### src/rtl/seven_segment_monitor.sv
// Watches a multiplexed seven-segment bus and recovers the displayed hex digits, decimal points
// and frame completion once each digit's pattern has been stable long enough.
module seven_segment_monitor #(
  parameter int unsigned NUM_SEGMENTS  = 8,
  parameter int unsigned STABLE_CYCLES = 16
) (
  input  logic                      clk,
  input  logic                      CPU_RESETN,
  input  logic [NUM_SEGMENTS-1:0]   anode,
  input  logic [7:0]                cathode,
  output logic [4*NUM_SEGMENTS-1:0] digits,
  output logic [NUM_SEGMENTS-1:0]   digit_point,
  output logic [NUM_SEGMENTS-1:0]   digit_valid,
  output logic                      frame_done,
  output logic                      decode_err,
  output logic                      anode_err
);

  localparam int unsigned BusW = NUM_SEGMENTS + 8;
  localparam int unsigned IdxW = (NUM_SEGMENTS > 1) ? $clog2(NUM_SEGMENTS) : 1;
  localparam logic [7:0]  LastCount = 8'(STABLE_CYCLES - 1);

  typedef enum logic [1:0] {StIdle, StCount, StHeld} state_e;

  logic [BusW-1:0]         sync1_q, s_q, prev_q;
  state_e                  state_q;
  logic [7:0]              count_q;
  logic [NUM_SEGMENTS-1:0] mask_q;

  logic [NUM_SEGMENTS-1:0] s_anode;
  logic [7:0]              s_cath;
  logic [6:0]              seg;
  logic                    changed, any_low, one_low, multi_low;
  logic [IdxW-1:0]         sel_idx;
  logic                    font_hit, blank;
  logic [3:0]              font_nib;
  logic [NUM_SEGMENTS-1:0] mask_set;
  logic                    capture;

  assign s_anode = s_q[BusW-1:8];
  assign s_cath  = s_q[7:0];
  assign seg     = ~s_cath[6:0];
  assign changed = (s_q != prev_q);
  assign any_low = ~&s_anode;
  assign blank   = (seg == 7'h00);
  assign capture = !changed && (state_q == StCount) && (count_q == LastCount);

  // Locate the active digit and flag patterns with more than one anode driven.
  always_comb begin
    one_low   = 1'b0;
    multi_low = 1'b0;
    sel_idx   = '0;
    for (int i = 0; i < NUM_SEGMENTS; i++) begin
      if (!s_anode[i]) begin
        if (one_low) multi_low = 1'b1;
        one_low = 1'b1;
        sel_idx = IdxW'(i);
      end
    end
    mask_set          = mask_q;
    mask_set[sel_idx] = 1'b1;
  end

  always_comb begin
    font_hit = 1'b1;
    font_nib = 4'h0;
    case (seg)
      7'h3F: font_nib = 4'h0;
      7'h06: font_nib = 4'h1;
      7'h5B: font_nib = 4'h2;
      7'h4F: font_nib = 4'h3;
      7'h66: font_nib = 4'h4;
      7'h6D: font_nib = 4'h5;
      7'h7D: font_nib = 4'h6;
      7'h07: font_nib = 4'h7;
      7'h7F: font_nib = 4'h8;
      7'h6F: font_nib = 4'h9;
      7'h77: font_nib = 4'hA;
      7'h7C: font_nib = 4'hB;
      7'h39: font_nib = 4'hC;
      7'h5E: font_nib = 4'hD;
      7'h79: font_nib = 4'hE;
      7'h71: font_nib = 4'hF;
      default: font_hit = 1'b0;
    endcase
  end

  always_ff @(posedge clk or negedge CPU_RESETN) begin
    if (!CPU_RESETN) begin
      sync1_q     <= '1;
      s_q         <= '1;
      prev_q      <= '1;
      state_q     <= StIdle;
      count_q     <= '0;
      mask_q      <= '0;
      digits      <= '0;
      digit_point <= '0;
      digit_valid <= '0;
      frame_done  <= 1'b0;
      decode_err  <= 1'b0;
      anode_err   <= 1'b0;
    end else begin
      sync1_q    <= {anode, cathode};
      s_q        <= sync1_q;
      prev_q     <= s_q;
      frame_done <= 1'b0;
      decode_err <= 1'b0;
      anode_err  <= 1'b0;
      if (changed) begin
        count_q <= '0;
        state_q <= any_low ? StCount : StIdle;
      end else if (state_q == StCount) begin
        if (capture) begin
          state_q <= StHeld;
          if (multi_low) begin
            anode_err <= 1'b1;
          end else if (one_low) begin
            digit_point[sel_idx] <= ~s_cath[7];
            digit_valid[sel_idx] <= font_hit;
            if (font_hit) digits[{sel_idx, 2'b00} +: 4] <= font_nib;
            if (!font_hit && !blank) decode_err <= 1'b1;
            if (&mask_set) begin
              frame_done <= 1'b1;
              mask_q     <= '0;
            end else begin
              mask_q <= mask_set;
            end
          end
        end else begin
          count_q <= count_q + 8'd1;
        end
      end
    end
  end

endmodule

### config.mk
export PLATFORM = sky130hd
export DESIGN_NAME = seven_segment_monitor
export DESIGN_NICKNAME = d
export VERILOG_FILES = /design/src/rtl/seven_segment_monitor.sv
export SDC_FILE = /design/constraint.sdc
export NUM_CORES = 1
export LEC_CHECK = 0
export ABC_AREA = 1
export CORE_MARGIN = 2
export CORE_UTILIZATION = 35
export CTS_CLUSTER_DIAMETER = 100
export DETAILED_ROUTE_END_ITERATION = 8
export DONT_BUFFER_PORTS = 1
export HOLD_SLACK_MARGIN = 0.05
export PLACE_DENSITY = 0.5
export SLEW_MARGIN = 0
export SYNTH_ARGS = -nofsm -noshare
export SYNTH_HDL_FRONTEND = slang
export SYNTH_SLANG_ARGS = --single-unit
### constraint.sdc
create_clock -name clk -period 2.95 [get_ports clk]
set_input_delay 0.4425 -clock clk [delete_from_list [all_inputs] [get_ports clk]]
set_output_delay 0.4425 -clock clk [all_outputs]
set_load 0.05 [all_outputs]
==> impl_metrics.env, run 1 <==
export IMPL_insertion_delay_ns=0.41
export IMPL_cap_violations=0
export IMPL_port_buffers=0
export IMPL_cts_buffers=17
export IMPL_die_area_mm2=0.0167
export IMPL_failed_checks="negative hold slack"
export IMPL_syn_area_mm2=0.00548
export IMPL_fin_nets=688
export IMPL_grt_pass1_wl_um=19800
export IMPL_multi_input_area_mm2=0.00211
export IMPL_htree_levels=4
export IMPL_r2r_cells=14
export IMPL_hold_path_class="in2async"
export IMPL_grt_setup_unrepaired="false"
export IMPL_final_setup_viol_count=0
export IMPL_fp_dieW_um=129
export IMPL_synth_top_area_cell="dfrtp_1"
export IMPL_cts_max_path_buffers=2
export IMPL_via_per_inst=4.60
export IMPL_fillers=1476
export IMPL_fin_total_pwr_w=0.00391
export IMPL_drt_iter0_drc=278
export IMPL_core_mm2=0.0153
export IMPL_mostFrequentLayoutCell="nand2_1"
export IMPL_yosysSeqAreaShare_pct=54.5
export IMPL_rr_startpoint="s_q[10]"
export IMPL_grt_ovfl_total=0
export IMPL_synth_cells=633
export IMPL_num_antenna_cells=0
export IMPL_maxSlewHeadroom_pct=55.8
export IMPL_clock_sinks=117
export IMPL_critPathLaunchType="flip-flop"
export IMPL_post_route_period_util_pct=90.9
export IMPL_async_reset_ff_share_pct=100
export IMPL_vdd_ir_drop_max_mv=0.436
export IMPL_dr_total_vias=4089
export IMPL_timing_hold_ws_ns=-0.275
export IMPL_synth_ff_type="dfrtp_1"
export IMPL_mostFrequentLayoutCells="197 x nand2_1, 72 x inv_1, 69 x dfrtp_1"
export IMPL_area_growth_pct=18.1
export IMPL_finClkSkew_ns=0.00649
export IMPL_synthTopCellsByArea="dfrtp_1 32%, dfstp_2 23%, nand2_1 13%"
export IMPL_cts_tree="done"
export IMPL_timing_final_crit_period_ns=2.68
export IMPL_grt_max_degree=118
export IMPL_powerDensity_mw_per_mm2=603
export IMPL_run_status="complete, but fails checks"
export IMPL_worstSetupPathType="reg2reg"
export IMPL_synth_nets=657
export IMPL_design_area_mm2=0.00647
export IMPL_path_max_fanout=9
export IMPL_wire_per_inst_um=13.4
export IMPL_antenna_found_initial=0
export IMPL_tns_ns=0
export IMPL_slew_violations=0
export IMPL_clkTransAtPathRegs_ns=0.06
export IMPL_postCtsHoldBufs=16
export IMPL_yosysUniqueCellTypes=37
export IMPL_initial_core_util_pct=35.9
export IMPL_seq_area_mm2=0.00299
export IMPL_synth_top_cell_area_share_pct=31.5
export IMPL_p_leak_nw=3.22
export IMPL_worst_pin_slew_ns=0.661
export IMPL_dpl_cell_area_mm2=0.00572
export IMPL_worstPathRequired_ns=3.25
export IMPL_dp_hpwl_um=8350
export IMPL_yosys_register_bits=117
export IMPL_rows=45
export IMPL_synth_warnings=0
export IMPL_die_y_um=129
export IMPL_drive_gt1_share_pct=20.8
export IMPL_cp_endpoint="digits[19]"
export IMPL_firstDrtPassIters=4
export IMPL_startpoint="s_q[10]"
export IMPL_synth_edf_count=0
export IMPL_fmax_mhz=373
export IMPL_cts_root_buf="clkbuf_16"
export IMPL_antenna_left=0
export IMPL_r2r_setup_slack_ns=0.27
export IMPL_synthesis_area_per_instance_um2=8.66
export IMPL_place_gp_congestion=0.831
export IMPL_drt_wl_total_um=11900
export IMPL_drc_errors=0
export IMPL_track_usage_pct=15.4
export IMPL_grt_pass1_vias=4103
export IMPL_hold_viol_final=117
export IMPL_reg2reg_to="digits[19]"
export IMPL_io_pins=69
export IMPL_arrival_ns=2.98
export IMPL_cp_end_kind="flip-flop"
## layout make-up
type / instances / share of cell area (%)
Clock inverter: 9 / 1.57
Multi-Input combinational cell: 423 / 32.6
Sequential cell: 117 / 46.2
Inverter: 83 / 4.91
Timing Repair Buffer: 22 / 3.17
Tap cell: 211 / 4.08
Clock buffer: 23 / 7.54
## critical path: stages (launching register included)
cell and delay, ns:
dfstp_2 0.56, inv_1 0.06, o21ai_0 0.15, nand2_1 0.07, nand2_1 0.11, nand2_1 0.11
nand2_2 0.09, clkinv_2 0.06, ha_1 0.19, ha_2 0.43, nand3_1 0.11, nor3_2 0.38
nand2_4 0.09, nand2_1 0.09, nand2_1 0.05
## synth_stat cells (7+ instances only)
library cell / instances
nand3_1: 29
nand4_1: 25
o21ai_0: 19
dfstp_2: 48
nor3_1: 7
dfrtp_1: 69
nand2_2: 7
inv_1: 73
inv_2: 7
nand2_1: 197
nor2_2: 14
a21oi_1: 11
nor2_1: 66
## worst min path at each step
stage | from | end | depth (start not counted)
2_1_floorplan | CPU_RESETN | anode_err | 0
3_3_place_gp | CPU_RESETN | anode_err | 0
3_5_place_dp | CPU_RESETN | anode_err | 0
4_1_cts | CPU_RESETN | decode_err | 0
5_1_grt | CPU_RESETN | decode_err | 0
6_report | CPU_RESETN | decode_err | 0
## report_power, final
group          switching, W  internal (W)
clock              0.000713       0.00132
sequential        0.0000295       0.00167
combinational      0.000112     0.0000582
total              0.000854       0.00305
## logic make-up (layout without fill, tap and decap cells)
family                     after synthesis  after routing  synth area share (%)
and+or+nand+nor                        374            374                  32.6
AOI/OAI and AO/OA                       41             41                  4.00
xor gates and xnor gates                 2              2                 0.320
DFF                                    117            117                  54.5
buffers and inverters                   93            137                  7.15
adders and majority gates                6              6                  1.37
## state kept, by name, summed over array words and instances (netlist names)
name and count:
anode_err 1, count_q 8, decode_err 1, digit_point 8, digit_valid 8, digits 32, frame_done 1, mask_q 8
prev_q 16, s_q 16, state_q 2, sync1_q 16
## per-stage QoR
stage / utilization (%) / cells / hold slack [ns] / setup WS [ns]
finish: 42.4 / 888 / -0.275 / 0.268
global route: 42.4 / 888 / -0.300 / 0.000685
CTS: 42.4 / 888 / -0.302 / 0.204
detailed placement: 37.5 / 840 / 0.152 / 0.210
global placement: 37.5 / 840 / 0.151 / 0.292
floorplan: - / 633 / 0.147 / 0.0509
## routing by layer
| layer | vias up | global-route usage [%] | routed length (um) |
|---|---|---|---|
| li1 | 2063 | - | - |
| met1 | 1934 | 19.9 | 5600 |
| met2 | 79 | 24.1 | 5570 |
| met3 | 13 | 4.79 | 553 |
| met4 | 0 | 6.14 | 148 |
| met5 | - | 0 | 0 |
## what timing repair did
item / CTS / global route
endpoints found under the setup margin: 0 / 19
resized for setup: 0 / 2
hold endpoints to repair: 133 / 117
setup buffers: 0 / 0
No activity file was read; power rests on OpenSTA's default activity.
==> run 2: changes to the inputs <==
- ABC_AREA: 1 -> unset
==> run 2 against run 1 <==
The flow still finishes with violations (negative hold slack); synthesized area shrank 4.4%; worst setup slack worse by 0.00078 ns; die area down 4.3%; non-clock buffer count is 5 higher; maximum frequency hardly changed; first-iteration DRC count fell by 6.1%; global-route usage decreased by 1.2 points; count of clock-buffer cells in the layout is 4 lower.
==> impl_metrics.env, run 2 <==
export IMPL_mostFrequentLayoutCells="69 x dfrtp_1, 48 x dfstp_2, 34 x nor2_1"
export IMPL_yosysSeqAreaShare_pct=57.0
export IMPL_async_reset_ff_share_pct=100
export IMPL_grt_pass1_wl_um=17600
export IMPL_track_usage_pct=14.2
export IMPL_crit_chain="nor2b_1, o21ai_0, a21boi_1, nor2_1, ha_1, ha_1, nor4_1, and4_2, mux2i_1"
export IMPL_cp_endpoint="digits[3]"
export IMPL_netlist_top_cells_count="69 x dfrtp_1, 48 x dfstp_2, 34 x nor2_1"
export IMPL_powerDensity_mw_per_mm2=634
export IMPL_grt_pass1_vias=3194
export IMPL_rr_startpoint="s_q[10]"
export IMPL_cp_slowest_cell="dfstp_2"
export IMPL_grt_setup_unrepaired="false"
export IMPL_r2r_cells=9
export IMPL_tns_ns=0
export IMPL_synth_nets=446
export IMPL_postCtsHoldBufs=16
export IMPL_core_mm2=0.0146
export IMPL_final_setup_viol_count=0
export IMPL_drt_wl_total_um=10500
export IMPL_rows=44
export IMPL_initial_core_util_pct=35.9
export IMPL_r2r_setup_slack_ns=0.27
export IMPL_area_growth_pct=18.4
export IMPL_crit_family="simple AND/OR/NAND/NOR gates"
export IMPL_timing_hold_ws_ns=-0.287
export IMPL_die_area_mm2=0.0160
export IMPL_cts_buffers=17
export IMPL_antenna_found_initial=0
export IMPL_grt_ovfl_total=0
export IMPL_cp_depth=9
export IMPL_reg2reg_to="digits[3]"
export IMPL_drt_iter0_drc=261
export IMPL_crit_top_cell="ha_1"
export IMPL_mostFrequentLayoutCell="dfrtp_1"
export IMPL_finClkSkew_ns=0.00596
export IMPL_critPathLaunchType="flip-flop"
export IMPL_synth_warnings=0
export IMPL_yosys_register_bits=117
export IMPL_cts_max_path_buffers=2
export IMPL_largest_register_ffs=32
export IMPL_fp_dieW_um=126
export IMPL_top_register="digits"
export IMPL_die_y_um=126
export IMPL_num_antenna_cells=0
export IMPL_synthTopCellsByArea="dfrtp_1 33%, dfstp_2 24%, mux2_1 6.2%"
export IMPL_slew_violations=0
export IMPL_startpoint="s_q[10]"
export IMPL_synth_top_area_cell="dfrtp_1"
export IMPL_run_status="complete, but fails checks"
export IMPL_yosysMostFrequentCell="dfrtp_1"
export IMPL_htree_levels=4
export IMPL_path_buf_inv=0
export IMPL_arrival_ns=3.03
export IMPL_multi_input_area_mm2=0.00205
export IMPL_synth_cells=422
export IMPL_clock_sinks=117
export IMPL_io_pins=69
export IMPL_worstPathRequired_ns=3.29
export IMPL_wire_per_inst_um=16.3
export IMPL_cts_root_buf="clkbuf_16"
export IMPL_clkTransAtPathRegs_ns=0.06
export IMPL_p_leak_nw=2.79
export IMPL_cp_end_kind="flip-flop"
export IMPL_design_area_mm2=0.00620
export IMPL_grt_max_degree=118
export IMPL_via_per_inst=5.10
export IMPL_dpl_cell_area_mm2=0.00543
export IMPL_yosysUniqueCellTypes=62
export IMPL_synth_edf_count=0
export IMPL_seq_area_mm2=0.00299
export IMPL_path_max_fanout=11
export IMPL_insertion_delay_ns=0.42
export IMPL_vdd_ir_drop_max_mv=0.425
export IMPL_synth_top_cell_area_share_pct=33.0
export IMPL_dp_hpwl_um=7220
export IMPL_drive_gt1_share_pct=25.3
export IMPL_cp_slowest_stage_delay_ns=0.63
export IMPL_synthesis_area_per_instance_um2=12.4
export IMPL_worst_pin_slew_ns=0.683
export IMPL_port_buffers=0
export IMPL_synth_ff_type="dfrtp_1"
export IMPL_post_cts_buffers=0
export IMPL_failed_checks="negative hold slack"
export IMPL_place_gp_congestion=0.765
export IMPL_post_route_period_util_pct=90.9
export IMPL_syn_area_mm2=0.00524
export IMPL_drc_errors=0
export IMPL_worstSetupPathType="reg2reg"
export IMPL_hold_path_class="in2async"
export IMPL_maxSlewHeadroom_pct=54.3
export IMPL_hold_viol_final=117
export IMPL_fin_total_pwr_w=0.00393
export IMPL_firstDrtPassIters=4
export IMPL_fmax_mhz=373
export IMPL_timing_final_crit_period_ns=2.68
export IMPL_cts_tree="done"
export IMPL_fin_nets=469
export IMPL_dr_total_vias=3276
export IMPL_antenna_left=0
export IMPL_fillers=1354
export IMPL_cap_violations=0
==> run 2: cell count changes after synthesis, sizes merged, moves of 20 or more <==
cell | before | now
nor2 | 86 | 34
xor2 | 1 | 21
mux2 | 0 | 36
nand3 | 35 | 9
nand2 | 208 | 20
inv | 80 | 23
==> run 2: how the worst min path moves through the flow <==
stage	start	endpoint	slack (ns)	cells past startpoint
5_1_grt	CPU_RESETN	digits[1]	-0.31	0
3_5_place_dp	CPU_RESETN	digits[25]	0.15	0
2_1_floorplan	CPU_RESETN	anode_err	0.15	0
3_3_place_gp	CPU_RESETN	digits[27]	0.15	0
4_1_cts	CPU_RESETN	digits[22]	-0.30	0
6_report	CPU_RESETN	digits[19]	-0.29	0
==> run 2: cells by family (layout without fill, tap and decap cells) <==
logic type / Yosys count / in the layout / share of synthesized area, %
AOI/OAI and AO/OA: 46 / 46 / 6.26
xor gates and xnor gates: 25 / 25 / 4.18
adders and majority gates: 7 / 7 / 1.62
buffers and inverters: 46 / 82 / 3.99
DFF: 117 / 117 / 57.0
muxes: 49 / 49 / 10.5
and+or+nand+nor: 132 / 132 / 16.4
==> run 2: power breakdown <==
part / internal (W) / switching, W / leakage, nW / total [W]
Clock: 0.00128 / 0.000794 / 0.293 / 0.00207
Sequential: 0.00167 / 0.0000451 / 1.46 / 0.00171
Combinational: 0.0000654 / 0.0000815 / 1.03 / 0.000147
==> run 2: routing by layer <==
layer / up-vias / GRT usage, % / wire (um) / share of wire (%)
met4: 0 / 6.21 / 156 / 1.5
met3: 17 / 5.82 / 750 / 7.2
met2: 99 / 20.3 / 4830 / 46
met5: - / 0 / 0 / 0
met1: 1625 / 18.9 / 4760 / 45
li1: 1535 / - / - / -
==> run 2: worst register-to-register path: cells and delay by family, from the launching register on <==
family | cells | cell delay, ns
flip-flops | 1 | 0.63
adder cells (fa/ha/maj) | 2 | 0.54
multiplexers | 1 | 0.20
AO/OA/AOI/OAI | 2 | 0.31
AND/OR/NAND/NOR | 4 | 0.93
==> run 2: through the flow <==
| stage | util (%) | instances | setup slack [ns] |
|---|---|---|---|
| after floorplan | - | 422 | 0.00146 |
| after global placement | 37.2 | 594 | 0.270 |
| after detailed placement | 37.2 | 594 | 0.161 |
| after CTS | 42.5 | 642 | 0.127 |
| after global routing | 42.5 | 642 | 0.0520 |
| final | 42.5 | 642 | 0.267 |
==> run 2: layout make-up <==
class	count	share of cell area [%]
sequential	117	48.2
multi-input combinational	259	33.0
clock buffer	19	7.67
inverter	23	1.39
tap	184	3.71
clock inverter	13	2.10
timing repair buffer	27	3.91
==> run 2: timing repair <==
| action | CTS | global route |
|---|---|---|
| gates resized for setup | 0 | 3 |
| setup endpoints to repair | 0 | 17 |
| endpoints found under the hold margin | 133 | 117 |
